$ cat config.mk
export PLATFORM = sky130hd
export DESIGN_NAME = and_gate_sequencer
export DESIGN_NICKNAME = d
export VERILOG_FILES = /design/src/rtl/and_gate_sequencer.sv
export SDC_FILE = /design/constraint.sdc
export NUM_CORES = 1
export LEC_CHECK = 0
export ABC_AREA = 1
export BUFFER_PORTS_ARGS = -buffer_cell sky130_fd_sc_hd__buf_2
export CORE_UTILIZATION = 35
export CTS_BUF_LIST = sky130_fd_sc_hd__clkbuf_4 sky130_fd_sc_hd__clkbuf_8 sky130_fd_sc_hd__clkbuf_16
export CTS_CLUSTER_SIZE = 20
export DETAILED_ROUTE_END_ITERATION = 16
export REMOVE_ABC_BUFFERS = 1
export SYNTH_ARGS = -nofsm -noshare
export SYNTH_HDL_FRONTEND = slang
export SYNTH_SLANG_ARGS = --single-unit
$ cat constraint.sdc
create_clock -name clk -period 1.8 [get_ports clk]
set_input_delay 0.09 -clock clk [delete_from_list [all_inputs] [get_ports clk]]
set_output_delay 0.09 -clock clk [all_outputs]
set_load 0.005 [all_outputs]
$ cat src/rtl/and_gate_sequencer.sv
`default_nettype none
// ============================================================================
//  Module      : and_gate_sequencer
//  Description : Self-test controller for the on-chip 2-input AND gate.
//                A rising edge on start sweeps the gate inputs through all
//                four combinations. Each vector is held for SETTLE_CYCLES
//                before gate_c is compared with the expected truth table.
//                Results are reported as busy / done / pass / err_cnt.
//                Optional feature macro: AND_SEQ_INPUT_SYNC_EN adds a
//                2-flop synchronizer on start and gate_c.
//  Revision    : 1.0 - initial release
// ============================================================================
module and_gate_sequencer #(
    parameter int SETTLE_CYCLES = 4       // legal range 2..255
) (
    input  logic       clk,
    input  logic       rst_n,
    input  logic       start,
    input  logic       gate_c,
    output logic       gate_a,
    output logic       gate_b,
    output logic [1:0] vec_idx,
    output logic       busy,
    output logic       done,
    output logic       pass,
    output logic [2:0] err_cnt
);

    // ------------------------------------------------------------------
    // Constants
    // ------------------------------------------------------------------
    localparam int         c_CNT_W       = 8;
    localparam logic [7:0] c_SETTLE_LOAD = 8'(SETTLE_CYCLES - 1);
    localparam logic [1:0] c_LAST_VEC    = 2'd3;

    typedef enum logic [2:0] {
        S_IDLE   = 3'd0,
        S_APPLY  = 3'd1,
        S_SETTLE = 3'd2,
        S_CHECK  = 3'd3,
        S_DONE   = 3'd4
    } state_t;

    // ------------------------------------------------------------------
    // Signals
    // ------------------------------------------------------------------
    state_t               r_state;
    state_t               w_state_next;

    logic                 w_start;
    logic                 w_gate_c;
    logic                 r_start_d;
    logic                 w_start_edge;
    logic                 w_expected;
    logic                 w_mismatch;

    logic [c_CNT_W-1:0]   r_settle_cnt;
    logic [1:0]           r_vec_idx;
    logic [2:0]           r_err_cnt;
    logic                 r_gate_a;
    logic                 r_gate_b;
    logic                 r_busy;
    logic                 r_done;

    // ------------------------------------------------------------------
    // Input conditioning
    // ------------------------------------------------------------------
`ifdef AND_SEQ_INPUT_SYNC_EN
    logic [1:0] r_start_sync;
    logic [1:0] r_gate_c_sync;

    // Two-flop synchronizers for the asynchronous start and gate_c pins
    always_ff @(posedge clk or negedge rst_n) begin
        if (!rst_n) begin
            r_start_sync  <= 2'b00;
            r_gate_c_sync <= 2'b00;
        end else begin
            r_start_sync  <= {r_start_sync[0], start};
            r_gate_c_sync <= {r_gate_c_sync[0], gate_c};
        end
    end

    assign w_start  = r_start_sync[1];
    assign w_gate_c = r_gate_c_sync[1];
`else
    assign w_start  = start;
    assign w_gate_c = gate_c;
`endif

    // Previous start level, used to turn a held request into a single edge
    always_ff @(posedge clk or negedge rst_n) begin
        if (!rst_n) begin
            r_start_d <= 1'b0;
        end else begin
            r_start_d <= w_start;
        end
    end

    assign w_start_edge = w_start & ~r_start_d;

    // Truth table of a 2-input AND for the vector under test
    assign w_expected = r_vec_idx[1] & r_vec_idx[0];
    assign w_mismatch = (w_gate_c != w_expected);

    // ------------------------------------------------------------------
    // FSM
    // ------------------------------------------------------------------
    // State register
    always_ff @(posedge clk or negedge rst_n) begin
        if (!rst_n) begin
            r_state <= S_IDLE;
        end else begin
            r_state <= w_state_next;
        end
    end

    // Next-state decode; start edges outside IDLE/DONE are dropped
    always_comb begin
        w_state_next = r_state;
        case (r_state)
            S_IDLE: begin
                if (w_start_edge) begin
                    w_state_next = S_APPLY;
                end
            end
            S_APPLY: begin
                w_state_next = S_SETTLE;
            end
            S_SETTLE: begin
                if (r_settle_cnt == '0) begin
                    w_state_next = S_CHECK;
                end
            end
            S_CHECK: begin
                if (r_vec_idx == c_LAST_VEC) begin
                    w_state_next = S_DONE;
                end else begin
                    w_state_next = S_APPLY;
                end
            end
            S_DONE: begin
                if (w_start_edge) begin
                    w_state_next = S_APPLY;
                end
            end
            default: begin
                w_state_next = S_IDLE;
            end
        endcase
    end

    // ------------------------------------------------------------------
    // Datapath: vector index, settle timer, error count and status flags
    // ------------------------------------------------------------------
    // All outputs are registered here so the gate inputs never glitch
    always_ff @(posedge clk or negedge rst_n) begin
        if (!rst_n) begin
            r_settle_cnt <= '0;
            r_vec_idx    <= 2'd0;
            r_err_cnt    <= 3'd0;
            r_gate_a     <= 1'b0;
            r_gate_b     <= 1'b0;
            r_busy       <= 1'b0;
            r_done       <= 1'b0;
        end else begin
            case (r_state)
                S_IDLE, S_DONE: begin
                    // A new sweep discards the previous results
                    if (w_start_edge) begin
                        r_vec_idx <= 2'd0;
                        r_err_cnt <= 3'd0;
                        r_done    <= 1'b0;
                        r_busy    <= 1'b1;
                    end
                end
                S_APPLY: begin
                    r_gate_a     <= r_vec_idx[1];
                    r_gate_b     <= r_vec_idx[0];
                    r_settle_cnt <= c_SETTLE_LOAD;
                end
                S_SETTLE: begin
                    if (r_settle_cnt != '0) begin
                        r_settle_cnt <= r_settle_cnt - 1'b1;
                    end
                end
                S_CHECK: begin
                    // At most four increments per sweep, so 3 bits never wrap
                    if (w_mismatch) begin
                        r_err_cnt <= r_err_cnt + 1'b1;
                    end
                    if (r_vec_idx == c_LAST_VEC) begin
                        r_busy   <= 1'b0;
                        r_done   <= 1'b1;
                        r_gate_a <= 1'b0;
                        r_gate_b <= 1'b0;
                    end else begin
                        r_vec_idx <= r_vec_idx + 1'b1;
                    end
                end
                default: begin
                    r_busy <= 1'b0;
                end
            endcase
        end
    end

    // ------------------------------------------------------------------
    // Outputs
    // ------------------------------------------------------------------
    assign gate_a  = r_gate_a;
    assign gate_b  = r_gate_b;
    assign vec_idx = r_vec_idx;
    assign busy    = r_busy;
    assign done    = r_done;
    assign err_cnt = r_err_cnt;
    assign pass    = r_done & (r_err_cnt == 3'd0);

endmodule
`default_nettype wire
==> run summary, run 1 <==
The library cell used as clock root buffer is clkbuf_4. The hold violation total from the final report is 0. The critical path arrival is about 1.8 ns. The areal power density over the cells is 1610 mW/mm^2.

The number of instances in the synthesized netlist came out at 149. The final setup TNS came out at 0 ns. The number of levels in the clock H-tree came out at 1.

The final clock skew came out at 0.00168 ns. The static power due to leakage came out at 0.729 nW. The initial core utilization is 37.5%. For this run, the total global-route usage over all layers was measured as 14.7%.

The share of the Yosys chip area taken by registers is a little under half. The area added between synthesis and finish is 14.2%. The share of layout cells above drive strength 1 is 18.6%. The clock latency of the later-clocked register in the worst-skew pair is 0.30 ns. The utilization after layout is 42.8%.

TritonCTS built the clock tree. The maximum achievable frequency came out at approximately 0.63 GHz. The number of clock buffers inserted by TritonCTS is 3. The switching share of power came out at a little under half. The relative max-transition margin came out at between 60% and 70%.

The max-cap check violation count came out at 0. The path type of the worst min-delay path is input port to asynchronous set/reset pin. The area of placed instances is 0.00128 mm^2. The number of diodes added for antenna fixing is 0. The first detailed-routing pass took 4 iterations.

In the synthesized netlist the dominant register cell turns out to be dfrtp_1. The flow ran to the end, and the final reports show no timing, DRC or antenna violations. Entering global routing, the biggest net connects 22 pins.

The number of nets in the final layout is 176. The post-CTS repair timing setup buffer count came out at 0. The number of hold buffers added after cts came out at 2. The nature of the critical path startpoint is a flop.

Post-CTS repair changed the size of 0 cells. The maximum count of clock buffers along a single path came out at 2. The design area came out at 0.00133 mm^2. The internal power of the cells totals 1.12 mW. The number of global-route vias before repair came to approximately 900. After synthesis, the netlist uses 20 different library cells. The net switching component of the power came out at 1.02 mW. After clock tree synthesis, the clock-pin slew on the worst setup and hold paths is 0.12 ns. The number of rows created at floorplan is 20. The floorplan step defined a die boundary enclosing 0.00356 mm^2.

Of the total power, the clock network draws 11.7%. The half-perimeter wire length after detailed placement came out at 1690 um. The number of antenna violations at the first check in global routing came out at 0. The post-synthesis area per instance is 7.80 um^2. The final setup violation count came out at 0. The height of the die came out at about 60 um. The power share of the combinational group came out at roughly 52%. The placer's final routability congestion estimate is 0.879.

The detailed-route vias per instance is 4.59. The final worst-path cycle share is 88.5%. At the pin with the least slew margin, the transition time is 0.459 ns. For this run, the number of Yosys warnings is 0. By startpoint and endpoint, the worst setup path is classified as flop to flop.

The largest driver fanout on the critical path is 7. The detailed-route wire length is approximately 2200 um. The detail-routed net length per standard cell is 10.6 um. Pin placement for this block handled 14 I/O pins. The synthesized flop and latch total is 21. Setup repair after global routing left no endpoint under its margin.

The fill cell instance count of the final layout is between 300 and 400. The fraction of power consumed by sequential logic came out at between 30% and 40%. The number of DRC markers in iteration 0 is 44. Subtracting the final worst setup slack from the clock period gives 1.59 ns. Port buffering added 13 buffers. The mapped cell area came out at 0.00116 mm^2. The remaining antenna violation count after routing is 0. VDD sags by at most 615 uV. The number of flops mapped to enable cells by yosys came out at 0. The floorplan step set the die width to 59.6 um. The fraction of synthesis flops using an asynchronous set or reset pin is 100%. The clock sink count came out at 21.

Detailed routing inserted a total of about 970 vias. The category of the worst setup path capture point is a flop. The final max-slew violation count came out at 0. The area of the core is 0.00310 mm^2. The endpoint required time on the critical path is 2.01 ns. The post-detailed-route DRC marker count came out at 0.

The first global-routing pass estimated 3930 um of wire. The remaining global-route overflow came out at 0.
[layout by cell type, fill, tap and decap left out]
cell type / instances
nand2_1: 44
buf_2: 13
o21ai_0: 2
or2_2: 1
dfrtp_1: 21
o21ai_1: 9
dlygate4sd3_1: 2
nand2_4: 2
nor2_1: 16
nand2_2: 1
nor3b_2: 1
nand3_1: 15
xor2_1: 3
o21ai_2: 2
nor3_4: 1
nand4_1: 3
nand3_2: 2
inv_1: 16
nor3_1: 1
ha_1: 4
clkbuf_4: 4
inv_2: 4
[cell usage after synthesis, types with 2 or more instances]
cell type | count | area share [%]
dfrtp_1 | 21 | 45
xor2_1 | 3 | 2.3
nand2_1 | 44 | 14
o21ai_2 | 2 | 1.5
nand2_4 | 2 | 1.9
nand3_2 | 2 | 1.7
nor2_1 | 16 | 5.2
o21ai_1 | 9 | 3.9
o21ai_0 | 2 | 0.86
ha_1 | 4 | 4.3
nand3_1 | 15 | 6.5
inv_2 | 4 | 1.3
nand4_1 | 3 | 1.6
inv_1 | 16 | 5.2
[worst paths after layout]
path / startpoint / endpoint / slack [ns] / cells past startpoint
worst min register to register: busy / busy / 0.49 / 2
worst max register to register: r_settle_cnt[0] / r_settle_cnt[0] / 0.21 / 8
worst min-delay path: rst_n / err_cnt[2] / 0.25 / 2
min in group clk: gate_c / err_cnt[0] / 0.27 / 4
max in group asynchronous: rst_n / r_state[2] / 1.24 / 2
worst max-delay path: r_settle_cnt[0] / r_settle_cnt[0] / 0.21 / 8
[logic make-up after synthesis]
logic type / share of synthesized area (%)
AND/OR/NAND/NOR: 35.1
buffers and inverters: 6.89
flip-flops: 45.2
AO/OA/AOI/OAI: 6.24
adder cells (fa/ha/maj): 4.31
XOR/XNOR: 2.26
[metrics by stage]
stage,cells,hold slack (ns),power [mW],setup slack [ns]
2_1_floorplan,148,-0.206,1.62,0.393
3_3_place_gp,205,0.0762,1.87,0.297
3_5_place_dp,205,0.0799,1.90,0.259
4_1_cts,211,0.271,2.15,0.232
5_1_grt,211,0.306,2.37,0.0368
6_report,211,0.251,2.14,0.208
[layer usage]
metal,share of wire (%),GRT usage (%),vias to the layer above
met2,47,23.1,14
met1,50,20.1,444
li1,-,-,508
met4,0.85,5.98,0
met3,2.7,2.62,2
met5,0,0,-
[power groups by stage]
| stage | sequential, mW | combinational, mW | clock (mW) |
|---|---|---|---|
| floorplan | 0.762 | 0.858 | 0 |
| global placement | 0.782 | 1.08 | 0 |
| detailed placement | 0.790 | 1.11 | 0 |
| CTS | 0.781 | 1.11 | 0.258 |
| global route | 0.804 | 1.29 | 0.277 |
| finish | 0.780 | 1.11 | 0.250 |
[cell type report]
type / instances / area, um^2 / share of cell area, %
sequential: 21 / 526 / 39.6
clock buffer: 4 / 30.0 / 2.26
inverter: 20 / 75.1 / 5.66
multi-input combinational: 107 / 557 / 41.9
tap: 44 / 55.1 / 4.15
timing repair buffer: 15 / 85.1 / 6.41
[state kept, by name (all words and copies together), names as in the netlist]
register	flops
busy	1
r_settle_cnt	8
gate_a	1
done	1
err_cnt	3
vec_idx	2
r_start_d	1
r_state	3
gate_b	1
[critical path, cell delays in order, from the launching register on]
cell and delay [ns]:
dfrtp_1 0.40, inv_1 0.13, ha_1 0.25, nor3b_2 0.22
nand2_1 0.14, nand2_4 0.13, nand2_4 0.08, o21ai_1 0.08
nand2_1 0.06
Power figures use the tool's default switching activity.
==> run 2, diff against run 1 <==
Settings changed: CAP_MARGIN from default to 20.
Clock period 1.8 ns to 1.68 ns, I/O delays scaled along.
==> run 2 against run 1 <==
Utilization up 0.52 points. Critical path depth is the same. Register-to-register slack worse by 0.08 ns. Largest power group unchanged. Largest cell class unchanged. Routed wire length rose by 1.3%.
==> run summary, run 2 (synthesized netlist as in run 1, its figures left out) <==
Outcome: complete, no violations (unchanged). The area of the core came to 0.00310 mm^2 (unchanged). The cell with the largest stage delay on the worst path was dfrtp_1 (unchanged).

The delay of the slowest cell on the worst path came out at 0.41 ns (was 0.40 ns). The number of diodes added for antenna fixing came to 0 (unchanged). The post-detailed-route DRC marker count came out at 0 (unchanged).

The half-perimeter wire length after detailed placement came out at 1740 um (was 1690 um). Cells along the critical path: inv_1, ha_2, nor3b_4, nand2_2, nand2_4, nand2_4, o21ai_1, nand2_1 (was inv_1, ha_1, nor3b_2, nand2_1, nand2_4, nand2_4, o21ai_1, nand2_1). The largest net degree at the start of global routing is 22 (unchanged).

The boundary pin count came to 14 (unchanged). The total iterations of the first detailed-routing run came out at 4 (unchanged). The wire length of the first global-routing pass came out at 3780 um (was 3930 um). The placer's final routability congestion estimate is 0.894 (was 0.879).

The global-route usage over all layers came to 14.1% (was 14.7%). The max-cap check violation count came out at 0 (unchanged). The relative max-transition margin is 67.8% (was 69.4%).

The largest driver fanout on the critical path came out at 7 (unchanged). The path type of the worst min-delay path is input port to asynchronous set/reset pin (unchanged). The design area came to 0.00134 mm^2 (was 0.00133 mm^2). The final worst-path cycle share is 92.3% (was 88.5%).

The endpoint required time on the critical path came out at 1.88 ns (was 2.01 ns). The number of levels in the clock H-tree was 1 (unchanged). The remaining antenna violation count after routing was 0 (unchanged). The nature of the critical path startpoint is a flop (unchanged).

The static power due to leakage came to 0.731 nW (was 0.729 nW). The detailed-route vias per instance came out at 4.58 (was 4.59). The maximum achievable frequency is 0.645 GHz (was 0.628 GHz).

The final max-slew violation count came out at 0 (unchanged). The final setup violation count came to 0 (unchanged). The detailed-route wire length is 2260 um (was 2230 um). The number of clock buffers inserted by TritonCTS came out at 3 (unchanged).

The initial core utilization came out at 37.5% (unchanged). The die outline width came to 59.6 um (unchanged). The post-layout minimum cycle time was 1.55 ns (was 1.59 ns).

The worst slack at placement came out at 0.115 ns (was 0.259 ns). The category of cells accounting for the largest share of critical-path delay was simple AND/OR/NAND/NOR gates (unchanged). The hold violation total from the final report came out at 0 (unchanged). The area added between synthesis and finish came out at 15.6% (was 14.2%). The number of rows created at floorplan came out at 20 (unchanged). The number of flip-flops in the largest register is 8 (unchanged).

The height of the die came out at 59.6 um (unchanged). The number of nets in the final layout is 177 (was 176). The maximum vdd drop came out at 684 uV (was 615 uV). The leading cell type in the layout, fill and taps excluded is nand2_1 (unchanged).

RSZ-0062 raised after global routing: false (unchanged). The register containing the most flip-flops in the final layout is r_settle_cnt (unchanged). The transition time at the pin with the least slew margin came out at 0.483 ns (was 0.459 ns).

The die area is 0.00356 mm^2 (unchanged). The clock sink count came out at 21 (unchanged). The final clock skew was 0.00214 ns (was 0.00168 ns).

Commonest cells after routing, fill and taps aside: nand2_1 (43), dfrtp_1 (21), inv_1 (16), nor2_1 (16), nand3_1 (15) (was nand2_1 (44), dfrtp_1 (21), inv_1 (16), nor2_1 (16), nand3_1 (15)). The clock tree from TritonCTS is yes (unchanged). The library cell used as clock root buffer is clkbuf_4 (unchanged). The critical path arrival came to 1.75 ns (was 1.80 ns).

The clock transition at the registers of the reported paths came out at 0.12 ns (about the same). The post-CTS repair timing setup buffer count is 0 (unchanged). The fill cell instance count of the final layout is 337 (was 342). The number of port buffers came out at 13 (unchanged). The final setup TNS is 0 ns (unchanged). The area of placed instances is 0.00128 mm^2 (about the same). The utilization after layout came out at 43.3% (was 42.8%). The count of buffer and inverter cells on the critical path came to 1 (unchanged). The total via count after detailed routing came out at 971 (was 968). The cell that appears most often on the critical path is nand2_4.

The number of antenna violations at the first check in global routing is 0 (unchanged). The areal power density over the cells came out at 1730 mW/mm^2 (was 1610 mW/mm^2). The setup slack of the critical path after layout came out at 0.129 ns (was 0.208 ns). The maximum count of clock buffers along a single path came out at 2 (unchanged).

The number of global-route vias before repair came out at 847 (was 892). The critical path start-end classification is flop to flop (unchanged). The detail-routed net length per standard cell came to 10.6 um (about the same). The category of the worst setup path capture point is a flop (unchanged). The internal reg-to-reg setup slack is 0.13 ns (was 0.21 ns). The clock latency of the later-clocked register in the worst-skew pair is 0.30 ns (about the same). The remaining global-route overflow is 0 (unchanged). The share of layout cells above drive strength 1 is 20.2% (was 18.6%). The number of DRC markers in iteration 0 is 16 (was 44).
==> run 2: layout make-up <==
cell class,count,area [um^2],area share (%)
clock buffers,3,22.5,1.68
inverters,20,75.1,5.59
repair buffers,16,92.6,6.89
multi-input cells,107,568,42.3
flip-flops and latches,21,526,39.1
well taps,44,55.1,4.10
clock inverters,1,5.00,0.372
==> run 2: stage by stage <==
stage | cells | hold WS [ns] | power [mW]
floorplan | 148 | -0.212 | 1.74
global placement | 206 | 0.0696 | 2.02
detailed placement | 206 | 0.0731 | 2.05
CTS | 212 | 0.256 | 2.31
global route | 212 | 0.300 | 2.56
finish | 212 | 0.262 | 2.32
==> run 2: path summary, 6_finish.rpt <==
kind,start,to,cells after the start
worst max-delay path,r_settle_cnt[0],r_settle_cnt[0],8
worst min-delay path,rst_n,err_cnt[2],2
worst max register to register,r_settle_cnt[0],r_settle_cnt[0],8
worst min register to register,busy,busy,2
max in group asynchronous,rst_n,busy,2
min in group clk,gate_c,err_cnt[0],4
==> run 2: power by group <==
part / switching [mW] / leakage, nW / total (mW) / internal [mW]
clock: 0.157 / 0.0177 / 0.246 / 0.0886
combinational: 0.777 / 0.438 / 1.23 / 0.456
sequential: 0.173 / 0.275 / 0.843 / 0.670
total: 1.11 / 0.731 / 2.32 / 1.22
==> run 2: timing repair <==
item,4_1_cts,5_1_grt
endpoints found under the setup margin,0,6
hold endpoints to repair,22,0
gates resized for setup,0,3
hold buffers,2,0
==> run 2: layer usage <==
| layer | share of wire, % | GRT usage (%) |
|---|---|---|
| met5 | 0 | 0 |
| met4 | 0.84 | 4.98 |
| met3 | 1.9 | 1.97 |
| met2 | 50 | 22.8 |
| met1 | 47 | 19.3 |
==> run 3, diff against run 2 <==
Settings changed: CORE_ASPECT_RATIO from default to 0.8.
==> run 3 against run 2 <==
Setup slack gained 0.018 ns. Sequential cell count is the same. First-iteration DRC count grew 50%. Highest routed layer unchanged. Critical endpoint unchanged. Global-route usage grew 0.63 points. Total power grew 4.1%. Clock-buffer cell count grew 1. Largest power group unchanged.
==> run summary, run 3 (synthesized netlist as in run 1, its figures left out) <==
The die outline width is 66.4 um (was 59.6 um). The final max-slew violation count came out at 0 (unchanged). The final setup TNS came out at 0 ns (unchanged). The post-layout minimum cycle time is 1.53 ns (was 1.55 ns). The number of rows created at floorplan came out at 18 (was 20). The detail-routed net length per standard cell came out at 10.9 um (was 10.6 um). The count of buffer and inverter cells on the critical path was 1 (unchanged). The worst hold slack across all endpoints was 0.312 ns (was 0.262 ns). The area occupied by registers is 526 um^2 (unchanged). The remaining antenna violation count after routing came to 0 (unchanged). The maximum count of clock buffers along a single path came out at 2 (unchanged). The die area is 0.00356 mm^2 (about the same).

The clock transition at the registers of the reported paths came out at 0.07 ns (was 0.12 ns). The largest driver fanout on the critical path came out at 7 (unchanged). The source of the worst register-to-register timing path is r_settle_cnt[0] (unchanged).

The number of antenna violations at the first check in global routing is 0 (unchanged). The final worst-path cycle share came out at 91.2% (was 92.3%). The number of diodes added for antenna fixing came out at 0 (unchanged). The cell with the largest stage delay on the worst path is dfrtp_1 (unchanged). The critical path arrival was 1.67 ns (was 1.75 ns). The post-CTS repair timing setup buffer count came to 0 (unchanged).

The number of global-route vias before repair came to 892 (was 847). The leading cell type in the layout, fill and taps excluded is nand2_1 (unchanged). The library cell used as clock root buffer was clkbuf_8 (was clkbuf_4). The number of port buffers is 13 (unchanged). The static power due to leakage is 0.740 nW (was 0.731 nW).

The internal reg-to-reg setup slack is 0.15 ns (was 0.13 ns). The wire length of the first global-routing pass is 3870 um (was 3780 um). The critical path start-end classification is flop to flop (unchanged). The number of DRC markers in iteration 0 came out at 24 (was 16). The detailed-route wire length is 2270 um (was 2260 um). The clock tree from TritonCTS is yes (unchanged).

The remaining global-route overflow is 0 (unchanged). The relative max-transition margin was 69.0% (was 67.8%). The worst reg2reg path endpoint is r_settle_cnt[0] (unchanged).

The area added between synthesis and finish is 17.0% (was 15.6%). Commonest cells after routing, fill and taps aside: nand2_1 (43), dfrtp_1 (21), inv_1 (16), nor2_1 (16), nand3_1 (15) (unchanged). The global-route usage over all layers is 14.7% (was 14.1%). The maximum vdd drop came out at 862 uV (was 684 uV). The number of flip-flops in the largest register came out at 8 (unchanged). Outcome: complete, no violations (unchanged). The path type of the worst min-delay path was input port to asynchronous set/reset pin (unchanged).

The depth of the worst register-to-register path is 8 (unchanged). The maximum achievable frequency came out at 0.652 GHz (was 0.645 GHz). The delay of the slowest cell on the worst path came out at 0.38 ns (was 0.41 ns). The most used cell along the critical path is nand2_4 (unchanged).

The share of layout cells above drive strength 1 came out at 20.2% (unchanged). The post-detailed-route DRC marker count came out at 0 (unchanged). The number of levels in the clock H-tree was 1 (unchanged). The transition time at the pin with the least slew margin is 0.465 ns (was 0.483 ns).

RSZ-0062 raised after global routing: false (unchanged). The half-perimeter wire length after detailed placement is 1780 um (was 1740 um). The areal power density over the cells is 1780 mW/mm^2 (was 1730 mW/mm^2).

The clock latency of the later-clocked register in the worst-skew pair came to 0.25 ns (was 0.30 ns). The fill cell instance count of the final layout was 320 (was 337). The boundary pin count is 14 (unchanged). The endpoint required time on the critical path is 1.82 ns (was 1.88 ns).

The total iterations of the first detailed-routing run came out at 4 (unchanged). The final clock skew is 0.00134 ns (was 0.00214 ns). The number of clock buffers inserted by TritonCTS is 3 (unchanged). The height of the die is 53.5 um (was 59.6 um). The category of the worst setup path capture point was a flop (unchanged). The category of cells accounting for the largest share of critical-path delay is simple AND/OR/NAND/NOR gates (unchanged).

The hold violation total from the final report is 0 (unchanged). The largest net degree at the start of global routing came out at 22 (unchanged). The final setup violation count came out at 0 (unchanged). Cells along the critical path: inv_1, ha_2, nor3b_4, nand2_2, nand2_4, nand2_4, o21ai_1, nand2_1 (unchanged). The placer's final routability congestion estimate is 0.864 (was 0.894). The footprint of the multi-input gates is 568 um^2 (unchanged).

The area of the core came out at 0.00313 mm^2 (was 0.00310 mm^2). The detailed-route vias per instance came to 4.64 (was 4.58). The register containing the most flip-flops in the final layout is r_settle_cnt (unchanged). The total via count after detailed routing is 966 (was 971). The max-cap check violation count came out at 0 (unchanged). The number of nets in the final layout is 177 (unchanged). The nature of the critical path startpoint is a flop (unchanged). The clock sink count is 21 (unchanged). The initial core utilization came out at 37.1% (was 37.5%).
==> run 3: cell count changes in the layout (fill, tap and decap cells not counted), sizes merged <==
| cell | change |
|---|---|
| clkbuf | +1 |
| clkinv | -1 |
==> run 3: per-layer routing <==
| metal | global-route usage (%) | part of all wire (%) |
|---|---|---|
| met5 | 0 | 0 |
| met4 | 3.19 | 0.62 |
| met1 | 17.5 | 48 |
| met3 | 3.81 | 2.7 |
| met2 | 27.0 | 48 |
==> run 3: how the worst max path moves through the flow <==
| stage | depth (start not counted) | from | end | slack [ns] |
|---|---|---|---|---|
| finish | 8 | r_settle_cnt[0] | r_settle_cnt[0] | 0.15 |
| global placement | 8 | r_settle_cnt[0] | r_settle_cnt[0] | 0.18 |
| CTS | 8 | r_settle_cnt[0] | r_settle_cnt[0] | 0.09 |
| global route | 8 | r_settle_cnt[0] | r_settle_cnt[0] | 0.004 |
| detailed placement | 8 | r_settle_cnt[0] | r_settle_cnt[0] | 0.11 |
| floorplan | 8 | r_settle_cnt[0] | r_settle_cnt[0] | 0.27 |
==> run 3: through the flow <==
stage	cell area (um^2)	power (mW)	utilization, %	worst slack [ns]	cells
2_1_floorplan	1160	1.74	-	0.273	148
3_3_place_gp	1280	2.02	40.9	0.184	202
3_5_place_dp	1280	2.06	40.9	0.107	202
4_1_cts	1350	2.40	43.1	0.0896	208
5_1_grt	1360	2.67	43.4	0.00363	208
6_report	1360	2.42	43.4	0.147	208
==> run 3: layout make-up <==
class	instances	area share [%]
flip-flops and latches	21	38.6
well taps	40	3.68
repair buffers	16	6.81
multi-input cells	107	41.8
inverters	20	5.52
clock buffers	4	3.59
==> run 3: repair_timing <==
item                                    CTS  global route
gates resized for setup                   0             3
endpoints found under the setup margin    0             6
hold buffers                              2             0
endpoints found under the hold margin    22             0
==> run 3: power breakdown <==
group | switching (mW) | internal [mW] | leakage, nW | total (mW)
registers | 0.179 | 0.672 | 0.275 | 0.851
logic | 0.779 | 0.456 | 0.438 | 1.24
clock network | 0.146 | 0.184 | 0.0262 | 0.330
